## config.mk

```make
export PLATFORM = sky130hd
export DESIGN_NAME = nv_nvdla_sdp_hls_x_op_rpt_flat
export DESIGN_NICKNAME = d
export VERILOG_FILES = /design/src/rtl/nv_nvdla_sdp_hls_x_op_rpt_if.sv /design/src/rtl/nv_nvdla_sdp_hls_x_op_rpt.sv /design/src/flat_wrapper.sv
export SDC_FILE = /design/constraint.sdc
export NUM_CORES = 1
export LEC_CHECK = 0
export CAP_MARGIN = 40
export CORE_MARGIN = 4
export CORE_UTILIZATION = 37
export CTS_BUF_LIST = sky130_fd_sc_hd__clkbuf_8
export CTS_CLUSTER_DIAMETER = 60
export DETAILED_ROUTE_END_ITERATION = 6
export PLACE_DENSITY_LB_ADDON = 0.1
export SYNTH_ARGS = -nofsm -noshare
export SYNTH_HDL_FRONTEND = slang
export SYNTH_SLANG_ARGS = --single-unit
```

## constraint.sdc

```tcl
create_clock -name nvdla_core_clk -period 4 [get_ports nvdla_core_clk]
set_clock_uncertainty 0.2 [all_clocks]
set_input_delay 0.6 -clock nvdla_core_clk [delete_from_list [all_inputs] [get_ports nvdla_core_clk]]
set_output_delay 0.6 -clock nvdla_core_clk [all_outputs]
set_load 0.01 [all_outputs]
```

## src/rtl/nv_nvdla_sdp_hls_x_op_rpt_if.sv

```systemverilog
// Operand handshake bundle: one ALU/MUL entry input stream and two replayed output streams.
// The slave modport is the replay block; the master modport is its environment.
interface nv_nvdla_sdp_hls_x_op_rpt_if #(
    parameter int LANES = 2
);
    logic                  op_in_pvld;
    logic                  op_in_prdy;
    logic [16*LANES-1:0]   op_in_alu;
    logic [16*LANES-1:0]   op_in_mul;
    logic [16*LANES-1:0]   chn_alu_op;
    logic                  chn_alu_op_pvld;
    logic                  chn_alu_op_prdy;
    logic [16*LANES-1:0]   chn_mul_op;
    logic                  chn_mul_op_pvld;
    logic                  chn_mul_op_prdy;

    modport slave (
        input  op_in_pvld, op_in_alu, op_in_mul, chn_alu_op_prdy, chn_mul_op_prdy,
        output op_in_prdy, chn_alu_op, chn_alu_op_pvld, chn_mul_op, chn_mul_op_pvld
    );

    modport master (
        output op_in_pvld, op_in_alu, op_in_mul, chn_alu_op_prdy, chn_mul_op_prdy,
        input  op_in_prdy, chn_alu_op, chn_alu_op_pvld, chn_mul_op, chn_mul_op_pvld
    );
endinterface

```

## src/rtl/nv_nvdla_sdp_hls_x_op_rpt.sv

```systemverilog
// Two-entry operand store that replays each entry cfg_repeat+1 times on independent
// ALU and MUL streams; an entry is released once both sides have finished with it.
module nv_nvdla_sdp_hls_x_op_rpt #(
    parameter int LANES = 2,
    parameter int CNT_W = 13
) (
    input  logic                 nvdla_core_clk,
    input  logic                 nvdla_core_rst,
    input  logic [CNT_W-1:0]     cfg_repeat,
    output logic                 rpt_idle,
    nv_nvdla_sdp_hls_x_op_rpt_if.slave op
);
    localparam int W = 16 * LANES;

    logic [W-1:0]     r_alu_word [2];
    logic [W-1:0]     r_mul_word [2];
    logic [1:0]       r_v;
    logic [1:0]       r_alu_done;
    logic [1:0]       r_mul_done;
    logic             r_wr_ptr;
    logic             r_alu_ptr;
    logic             r_mul_ptr;
    logic [CNT_W-1:0] r_alu_cnt;
    logic [CNT_W-1:0] r_mul_cnt;

    logic             w_accept;
    logic             w_alu_fire;
    logic             w_mul_fire;
    logic             w_alu_last;
    logic             w_mul_last;
    logic [1:0]       w_alu_set;
    logic [1:0]       w_mul_set;
    logic [1:0]       w_free;
    logic [1:0]       w_wr_sel;

    // Every output is a function of registers only.
    assign op.op_in_prdy      = !r_v[r_wr_ptr];
    assign op.chn_alu_op_pvld = r_v[r_alu_ptr] & !r_alu_done[r_alu_ptr];
    assign op.chn_mul_op_pvld = r_v[r_mul_ptr] & !r_mul_done[r_mul_ptr];
    assign op.chn_alu_op      = r_alu_word[r_alu_ptr];
    assign op.chn_mul_op      = r_mul_word[r_mul_ptr];
    assign rpt_idle           = !(r_v[0] | r_v[1]);

    assign w_accept   = op.op_in_pvld & !r_v[r_wr_ptr];
    assign w_alu_fire = op.chn_alu_op_pvld & op.chn_alu_op_prdy;
    assign w_mul_fire = op.chn_mul_op_pvld & op.chn_mul_op_prdy;
    assign w_alu_last = w_alu_fire & (r_alu_cnt == cfg_repeat);
    assign w_mul_last = w_mul_fire & (r_mul_cnt == cfg_repeat);

    always_comb begin
        w_alu_set            = '0;
        w_mul_set            = '0;
        w_wr_sel             = '0;
        w_alu_set[r_alu_ptr] = w_alu_last;
        w_mul_set[r_mul_ptr] = w_mul_last;
        w_wr_sel[r_wr_ptr]   = w_accept;
        // Free on the edge where the second side completes (or both complete together).
        w_free = r_v & (r_alu_done | w_alu_set) & (r_mul_done | w_mul_set)
                     & (w_alu_set | w_mul_set);
    end

    always_ff @(posedge nvdla_core_clk) begin
        if (nvdla_core_rst) begin
            r_alu_word[0] <= '0;
            r_alu_word[1] <= '0;
            r_mul_word[0] <= '0;
            r_mul_word[1] <= '0;
            r_v           <= '0;
            r_alu_done    <= '0;
            r_mul_done    <= '0;
            r_wr_ptr      <= 1'b0;
            r_alu_ptr     <= 1'b0;
            r_mul_ptr     <= 1'b0;
            r_alu_cnt     <= '0;
            r_mul_cnt     <= '0;
        end else begin
            if (w_accept) begin
                r_alu_word[r_wr_ptr] <= op.op_in_alu;
                r_mul_word[r_wr_ptr] <= op.op_in_mul;
                r_wr_ptr             <= !r_wr_ptr;
            end
            // A write only targets an empty slot, a free only a held one, so both may land together.
            r_v        <= (r_v & ~w_free) | w_wr_sel;
            r_alu_done <= (r_alu_done | w_alu_set) & ~w_free;
            r_mul_done <= (r_mul_done | w_mul_set) & ~w_free;

            if (w_alu_fire) begin
                if (w_alu_last) begin
                    r_alu_cnt <= '0;
                    r_alu_ptr <= !r_alu_ptr;
                end else begin
                    r_alu_cnt <= r_alu_cnt + 1'b1;
                end
            end
            if (w_mul_fire) begin
                if (w_mul_last) begin
                    r_mul_cnt <= '0;
                    r_mul_ptr <= !r_mul_ptr;
                end else begin
                    r_mul_cnt <= r_mul_cnt + 1'b1;
                end
            end
        end
    end
endmodule

```

## src/flat_wrapper.sv

```systemverilog
// flat-port wrapper written by rule: the top's interface ports become plain ports
module nv_nvdla_sdp_hls_x_op_rpt_flat 
#(
    parameter int LANES = 2,
    parameter int CNT_W = 13
)
  (nvdla_core_clk, nvdla_core_rst, cfg_repeat, rpt_idle, op_op_in_pvld, op_op_in_alu, op_op_in_mul, op_chn_alu_op_prdy, op_chn_mul_op_prdy, op_op_in_prdy, op_chn_alu_op, op_chn_alu_op_pvld, op_chn_mul_op, op_chn_mul_op_pvld);
  nv_nvdla_sdp_hls_x_op_rpt_if #(.LANES(LANES)) op_i ();
  input  logic nvdla_core_clk;
  input  logic nvdla_core_rst;
  input  logic [CNT_W-1:0] cfg_repeat;
  output logic rpt_idle;
  input wire logic [$bits(op_i.op_in_pvld)-1:0] op_op_in_pvld;
  input wire logic [$bits(op_i.op_in_alu)-1:0] op_op_in_alu;
  input wire logic [$bits(op_i.op_in_mul)-1:0] op_op_in_mul;
  input wire logic [$bits(op_i.chn_alu_op_prdy)-1:0] op_chn_alu_op_prdy;
  input wire logic [$bits(op_i.chn_mul_op_prdy)-1:0] op_chn_mul_op_prdy;
  output wire logic [$bits(op_i.op_in_prdy)-1:0] op_op_in_prdy;
  output wire logic [$bits(op_i.chn_alu_op)-1:0] op_chn_alu_op;
  output wire logic [$bits(op_i.chn_alu_op_pvld)-1:0] op_chn_alu_op_pvld;
  output wire logic [$bits(op_i.chn_mul_op)-1:0] op_chn_mul_op;
  output wire logic [$bits(op_i.chn_mul_op_pvld)-1:0] op_chn_mul_op_pvld;
  assign op_i.op_in_pvld = op_op_in_pvld;
  assign op_i.op_in_alu = op_op_in_alu;
  assign op_i.op_in_mul = op_op_in_mul;
  assign op_i.chn_alu_op_prdy = op_chn_alu_op_prdy;
  assign op_i.chn_mul_op_prdy = op_chn_mul_op_prdy;
  assign op_op_in_prdy = op_i.op_in_prdy;
  assign op_chn_alu_op = op_i.chn_alu_op;
  assign op_chn_alu_op_pvld = op_i.chn_alu_op_pvld;
  assign op_chn_mul_op = op_i.chn_mul_op;
  assign op_chn_mul_op_pvld = op_i.chn_mul_op_pvld;
  nv_nvdla_sdp_hls_x_op_rpt #(.LANES(LANES), .CNT_W(CNT_W)) u_core (.nvdla_core_clk(nvdla_core_clk), .nvdla_core_rst(nvdla_core_rst), .cfg_repeat(cfg_repeat), .rpt_idle(rpt_idle), .op(op_i));
endmodule
```

# --- Word-level counts from Yosys, hierarchy flattened ---
# Memory sizes are Yosys's and may differ from the RTL's. A register that Yosys moved wholly into a read port is not among the register bits.
# Index checks and enable logic that the tools add are counted.
totals:
  ff_bits: 35
  ramBits: 128
  input_bits: 82
  output_inout_bits: 68
  word_cells: 89
  memories: 2
mem_list:
  columns: ["name", "words", "word_bits", "read_ports", "rd_ports_with_merged_regs", "wr", "line_no", "source"]
  rows:
  - ["u_core.r_alu_word", 2, 32, 1, 1, 2, "nv_nvdla_sdp_hls_x_op_rpt.sv:15", "logic [W-1:0] r_alu_word [2];"]
  - ["u_core.r_mul_word", 2, 32, 1, 1, 2, "nv_nvdla_sdp_hls_x_op_rpt.sv:16", "logic [W-1:0] r_mul_word [2];"]
op_classes:
  n_addsub: 2
  n_lt_le_gt_ge: 6
  n_eq_ne: 2
  mux: 33
  bitwise_logic: 22
  n_reduce_logical: 14
ops:
  columns: ["op", "n"]
  rows:
  - ["$mux W32", 2]
  - ["$reduce_or A32 Y1", 2]
  - ["$add A13 B1 Y13 const B", 2]
  - ["$eq A13 B13 Y1", 2]
  - ["$mux W1", 26]
  - ["$mux W13", 2]
  - ["$and A2 B2 Y2", 9]
  - ["$or A2 B2 Y2", 4]
  - ["$and A1 B1 Y1", 7]
  - ["$logic_not A1 Y1", 7]
  - ["$lt A1 B2 Y1 const B", 3]
  - ["$reduce_and A2 Y1", 2]
  - ["$demux W1 S1", 3]
  - ["$ge A1 B1 Y1 const B", 3]
  - ["$logic_and A1 B1 Y1", 3]
  - ["$not A2 Y2", 1]
  - ["$or A1 B1 Y1", 1]

# --- Longest topological paths before layout ---
# Gate-level depths: netlist (run 1).
depth:
  depth_word: 14
  depth_mapped: 8
  depth_no_buf: 6

# --- Worst setup path before layout (run 1) ---
# No wires, ideal clock.
synth_path:
  path_type: "in2reg"
  start: "input port op_op_in_pvld"
  end: "memory u_core.r_alu_word[1][0] in the netlist's numbering, enable pin"
  setup_time_ns: 0.394
  arrival_ns: 2.046
  t_required_ns: 3.406
  path_slack_ns: 1.360
  cell_stages: 4
  n_path_buf: 1
  path_cell_list: "nand2_1 > nor3b_1 > clkbuf_1 > or2_2"
synth_rtl:
  columns: ["item", "line_no", "source"]
  rows:
  - ["from (decl)", "flat_wrapper.sv:13", "input wire logic [$bits(op_i.op_in_pvld)-1:0] op_op_in_pvld;"]
  - ["to (decl)", "nv_nvdla_sdp_hls_x_op_rpt.sv:15", null]

==> results of run 1 <==
## report_power, final
group          internal, mW  switching (mW)  total [mW]  leakage, nW
registers              1.97          0.0373        2.01         1.65
logic                 0.285           0.245       0.530         1.92
clock network         0.557           0.630        1.19        0.180
## state kept, by name, summed over array words and instances, names as in the netlist, named ones only
| register | cells |
|---|---|
| u_core.r_alu_word | 64 |
| u_core.r_mul_word | 64 |
| u_core.r_alu_cnt | 13 |
| u_core.r_mul_cnt | 13 |
| u_core.r_alu_done | 2 |
| u_core.r_mul_done | 2 |
| u_core.r_v | 2 |
| u_core.r_alu_ptr | 1 |
| u_core.r_mul_ptr | 1 |
| u_core.r_wr_ptr | 1 |
## path summary, 6_finish.rpt
check | endpoint | slack, ns | depth (start not counted)
hold reg to reg | u_core.r_alu_done[0] | 0.34 | 2
setup reg to reg | u_core.r_mul_done[0] | 1.46 | 5
setup / recovery | op_chn_mul_op[31] | 1.10 | 3
hold / removal | u_core.r_alu_done[0] | 0.34 | 2
## tightest hold or removal path: stages, from the launching register on
cell	delay (ns)
dfxtp_1	0.35
inv_1	0.08
a21oi_1	0.06
## logic make-up (layout without fill, tap and decap cells)
group,count (synthesis),after routing
simple gates,226,226
flops,165,165
mux,65,65
xor+xnor,49,49
buf+inv,43,198
compound gates,28,28
fa+ha+maj,2,2
## area by class of cell
type	instances	area [um2]	share of cell area [%]
clock inverters	15	156	1.62
well taps	265	332	3.43
repair buffers	157	1580	16.3
flip-flops and latches	165	4580	47.4
inverters	9	33.8	0.349
multi-input cells	370	2750	28.5
clock buffers	17	234	2.42
## through the flow
step | setup WS (ns) | power (mW) | hold slack, ns | utilization (%) | cell area, um2
after CTS | 1.05 | 3.77 | 0.330 | 49.0 | 9670
after global placement | 1.06 | 2.57 | 0.292 | 47.1 | 9280
after detailed placement | 0.934 | 2.58 | 0.313 | 47.1 | 9280
final | 1.10 | 3.72 | 0.341 | 49.0 | 9670
after floorplan | 1.36 | 2.27 | 0.263 | - | 7500
after global routing | 0.925 | 3.89 | 0.381 | 49.0 | 9670
## metal layers
metal / GRT usage [%] / vias to the layer above
met5: 0 / -
met4: 5.22 / 0
met3: 3.85 / 20
met2: 27.9 / 133
met1: 19.4 / 2515
li1: - / 2368
## synthesized netlist by cell type (all sizes together) (4+ instances only)
library cell,instances
inv,9
mux2,64
nand2,18
and3,67
xor2,28
nand3,11
or2,4
and2,67
nand4,7
clkbuf,24
a211oi,5
xnor2,21
dfxtp,37
nor2,34
buf,10
nor3,4
edfxtp,128
a21oi,5
==> impl_metrics.py, run 1 <==
metrics = {
    "sta": {
        "fin_crit_sh_pct": 72.4,
        "hold_violations": 0,
        "period_minus_slack_ns": 2.90,
        "slew_headroom_pct": 54.1,
        "finalSetupTns_ns": 0,
        "finalSetupViolCount": 0,
        "fmax_mhz": 345,
        "slew_viol_final": 0,
        "worst_slew_pin_slew_ns": 0.688,
        "rsz0062_at_grt": "no",
    },
    "yosys": {
        "ys_seq_elements": 165,
        "synth_top_area_share_pct": 51.3,
        "ys_seq_area_share_pct": 61.1,
        "synth_xor_area_share_pct": 5.72,
        "synth_cells": 578,
        "synthTopCellsByArea": "edfxtp_1 (51%), dfxtp_1 (9.9%), mux2_2 (6.3%), and2_1 (5.6%), and3_1 (5.6%)",
        "async_flop_share_pct": 0,
        "yosys_most_used_dff": "edfxtp_1",
        "synth.mux.area_fraction_pct": 9.74,
        "synth_top_family_by_area": "simple AND/OR/NAND/NOR gates",
        "synth_compound_area_share_pct": 3.07,
        "synth_top_area_cell": "edfxtp_1",
        "synth_adder_area_share_pct": 0.334,
        "syn_area_um2": 7500,
        "syn_avg_cell_area_um2": 13.0,
        "synth.net_count": 662,
        "synthSimpleGateAreaFrac_pct": 17.7,
        "yosys_warnings": 0,
        "ys_types": 49,
        "synth_edf_count": 128,
    },
    "placed_design": {
        "gp_congestion": 0.850,
        "placed_cells": 966,
        "post-dp-hpwl_um": 11500,
        "io_buffers": 149,
    },
    "drt": {
        "dr_wl_met2_um": 9080,
        "drtIter0Drc": 260,
        "dr.max_layer_used": "met4",
        "routed_via_density": 5.05,
        "wl_um": 18100,
        "drc": 0,
        "met1_length_um": 7790,
        "ant_nets": 0,
        "num_vias": 5036,
        "met3WireLength_um": 895,
        "routedWlPerCell_um": 18.1,
        "first_pass_iters": 4,
    },
    "run": {
        "drv_cap": 0,
    },
    "pwr": {
        "ir_worst_vdd_mv": 0.222,
        "cellPowerDensity_nw_per_um2": 385,
        "p_leak_nw": 3.75,
    },
    "setup_path": {
        "start_kind": "flop",
        "r2r-start": "u_core.r_v[0]",
        "crit_required_ns": 3.20,
        "slowest_delay_ns": 0.53,
        "cp.arrival_ns": 2.10,
        "critPathTopFamily": "buffers and inverters",
        "worstPathMaxFanout": 32,
        "critPathBufInv": 2,
        "crit_path_top_delay_cell": "clkdlybuf4s50_1",
        "crit_path_end_kind": "primary output",
        "crit_type": "reg -> out",
        "crit_chain": "buf_4, mux2_2, clkdlybuf4s50_1",
    },
    "floorplan": {
        "die_h_um": 150,
        "fp-row-count": 51,
        "ios": 150,
        "core_um2": 19700,
        "die_area_um2": 22600,
        "initial_core_util_pct": 38.0,
        "die_x_um": 150,
    },
    "hold_path": {
        "min_path_type": "reg -> reg",
        "worstHoldStart": "u_core.r_alu_done[0]",
    },
    "cells_and_area": {
        "syn_to_final_growth_pct": 28.9,
        "nets": 804,
        "fill_cells": 1748,
        "instances_no_fill": 998,
        "diodes": 0,
        "layout_commonest_cell": "clkdlybuf4s50_1",
        "drive_above_1_share_pct": 12.8,
        "layout.cells.most_common_list": "clkdlybuf4s50_1 (149), edfxtp_1 (128), and2_1 (67), and3_1 (67), mux2_2 (42)",
    },
    "clock_tree": {
        "clockRootBuffer": "clkbuf_8",
        "ctsLongestPathBuffers": 2,
        "htreeDepth": 4,
        "cts.clk_slew.worst_paths_ns": 0.09,
        "postCtsSetupBuffers": 0,
        "holdBufCountCts": 0,
        "cts_tree": "done",
        "cts.sinks": 165,
        "cts_resized": 0,
        "cts_buffers": 17,
        "clk_latency_ns": 0.44,
    },
    "global_route": {
        "grt_antenna_before_repair": 0,
        "grt.overflow.total": 0,
        "grt_max_degree": 67,
        "grt_pass1_vias": 5335,
        "grt_pass1_wl_um": 27800,
        "grt_usage_pct": 16.0,
    },
    "status": {
        "status": "completed",
    },
}
(Power assumes the default switching activity.)
==> run 2, diff against run 1 <==
clock period = 2.45 ns   (was 4 ns; I/O delays follow)
==> impl_metrics.py, run 2 (synthesis gave the netlist of run 1 again) <==
metrics = {
    "floorplan": {
        "core_um2": 19700,
        "die_x_um": 150,
        "fp-row-count": 51,
        "ios": 150,
        "die_h_um": 150,
        "die_area_um2": 22600,
        "initial_core_util_pct": 38.0,
    },
    "global_route": {
        "grt_pass1_vias": 5310,
        "grt_max_degree": 67,
        "grt_antenna_before_repair": 1,
        "grt.overflow.total": 0,
        "grt_pass1_wl_um": 27800,
        "grt_usage_pct": 15.9,
    },
    "sta": {
        "slew_headroom_pct": 70.3,
        "slew_viol_final": 0,
        "period_minus_slack_ns": 2.37,
        "fmax_mhz": 421,
        "hold_violations": 0,
        "rsz0062_at_grt": "no",
        "worst_slew_pin_slew_ns": 0.443,
        "fin_crit_sh_pct": 96.9,
        "finalSetupViolCount": 0,
    },
    "clock_tree": {
        "clockRootBuffer": "clkbuf_8",
        "cts_tree": "done",
        "cts.clk_slew.worst_paths_ns": 0.08,
        "clk_latency_ns": 0.44,
        "cts.sinks": 165,
        "htreeDepth": 4,
        "cts_buffers": 17,
        "ctsLongestPathBuffers": 2,
    },
    "drt": {
        "drc": 0,
        "drtIter0Drc": 247,
        "routed_via_density": 4.92,
        "first_pass_iters": 4,
        "wl_um": 17900,
        "routedWlPerCell_um": 17.5,
        "ant_nets": 0,
        "num_vias": 5039,
    },
    "setup_path": {
        "cp.arrival_ns": 1.81,
        "crit_path_end_kind": "primary output",
        "start_kind": "flop",
        "crit_required_ns": 1.88,
        "worstPathMaxFanout": 16,
        "crit_type": "reg -> out",
    },
    "placed_design": {
        "io_buffers": 149,
        "post-dp-hpwl_um": 11800,
        "place_area_um2": 9510,
        "placed_cells": 982,
        "gp_congestion": 0.876,
    },
    "pwr": {
        "p_leak_nw": 4.27,
        "cellPowerDensity_nw_per_um2": 606,
        "ir_worst_vdd_mv": 0.300,
    },
    "status": {
        "status": "completed",
    },
    "hold_path": {
        "min_path_type": "reg -> reg",
    },
    "cells_and_area": {
        "drive_above_1_share_pct": 16.1,
        "nets": 830,
        "syn_to_final_growth_pct": 33.0,
        "instances_no_fill": 1024,
        "layout.cells.most_common_list": "edfxtp_1 (128), clkdlybuf4s50_1 (86), and2_1 (67), and3_1 (67), dlygate4sd2_1 (48)",
        "diodes": 0,
        "stdcell_area_um2": 9970,
        "largestRegisters": "u_core.r_alu_word (64), u_core.r_mul_word (64)",
        "layout_commonest_cell": "edfxtp_1",
    },
    "run": {
        "drv_cap": 0,
    },
}
run 2: cell count changes in the layout (fill, tap and decap cells not counted), moves of 2 or more:
| cell | previous run | this run |
|---|---|---|
| or2_2 | 2 | 0 |
| buf_4 | 6 | 23 |
| dfxtp_2 | 0 | 2 |
| or2_4 | 0 | 2 |
| dfxtp_1 | 37 | 34 |
| clkinvlp_4 | 6 | 2 |
| buf_12 | 2 | 10 |
| clkdlybuf4s50_1 | 149 | 86 |
| dlymetal6s2s_1 | 0 | 15 |
| dlygate4sd2_1 | 0 | 48 |
run 2: power by group:
part / switching [mW] / total, mW / internal, mW
clock: 1.02 / 1.93 / 0.914
sequential: 0.0616 / 3.27 / 3.21
combinational: 0.396 / 0.834 / 0.438
total: 1.48 / 6.04 / 4.57
run 2: worst paths after layout:
path	from	to	slack (ns)	cells past startpoint
worst min-delay path	u_core.r_alu_done[0]	u_core.r_alu_done[0]	0.35	2
worst max-delay path	flop	op_chn_mul_op[16]	0.08	3
worst max register to register	u_core.r_v[0]	u_core.r_v[1]	0.32	6
worst min register to register	u_core.r_alu_done[0]	u_core.r_alu_done[0]	0.35	2
run 2: critical path, cell delays in order (launching register included):
cell,delay [ns]
dfxtp_4,0.40
buf_16,0.16
mux2_1,0.32
clkdlybuf4s50_1,0.48
run 2: through the flow:
stage	power, mW	util, %	setup TNS (ns)	hold slack, ns	worst slack (ns)
2_1_floorplan	3.70	-	0	0.263	0.294
3_3_place_gp	4.24	48.2	0	0.312	0.0307
3_5_place_dp	4.26	48.2	-0.105	0.329	-0.0457
4_1_cts	6.14	50.0	0	0.345	0.00485
5_1_grt	6.34	50.6	0	0.370	0.00286
6_report	6.04	50.6	0	0.348	0.0755
run 2: repair_timing:
action / in CTS / in global routing
hold buffers: 0 / 0
pin swaps: 0 / 0
gates resized for setup: 53 / 15
cloned: 1 / 0
endpoints found under the setup margin: 66 / 17
buffers inserted: 0 / 9
run 2: area by class of cell:
| type | count | area (um2) |
|---|---|---|
| clock inverters | 15 | 155 |
| multi-input cells | 370 | 2760 |
| flip-flops and latches | 165 | 4590 |
| inverters | 9 | 33.8 |
| fillers | 1756 | 9740 |
| well taps | 265 | 332 |
| repair buffers | 183 | 1870 |
| clock buffers | 17 | 234 |
run 2: routing by layer:
metal  routed length (um)  track usage [%]  share of wire (%)
met1                 7570             19.4                 42
met2                 9070             27.6                 51
met3                  947             4.06                5.3
met4                  274             4.71                1.5
met5                   13                0              0.073
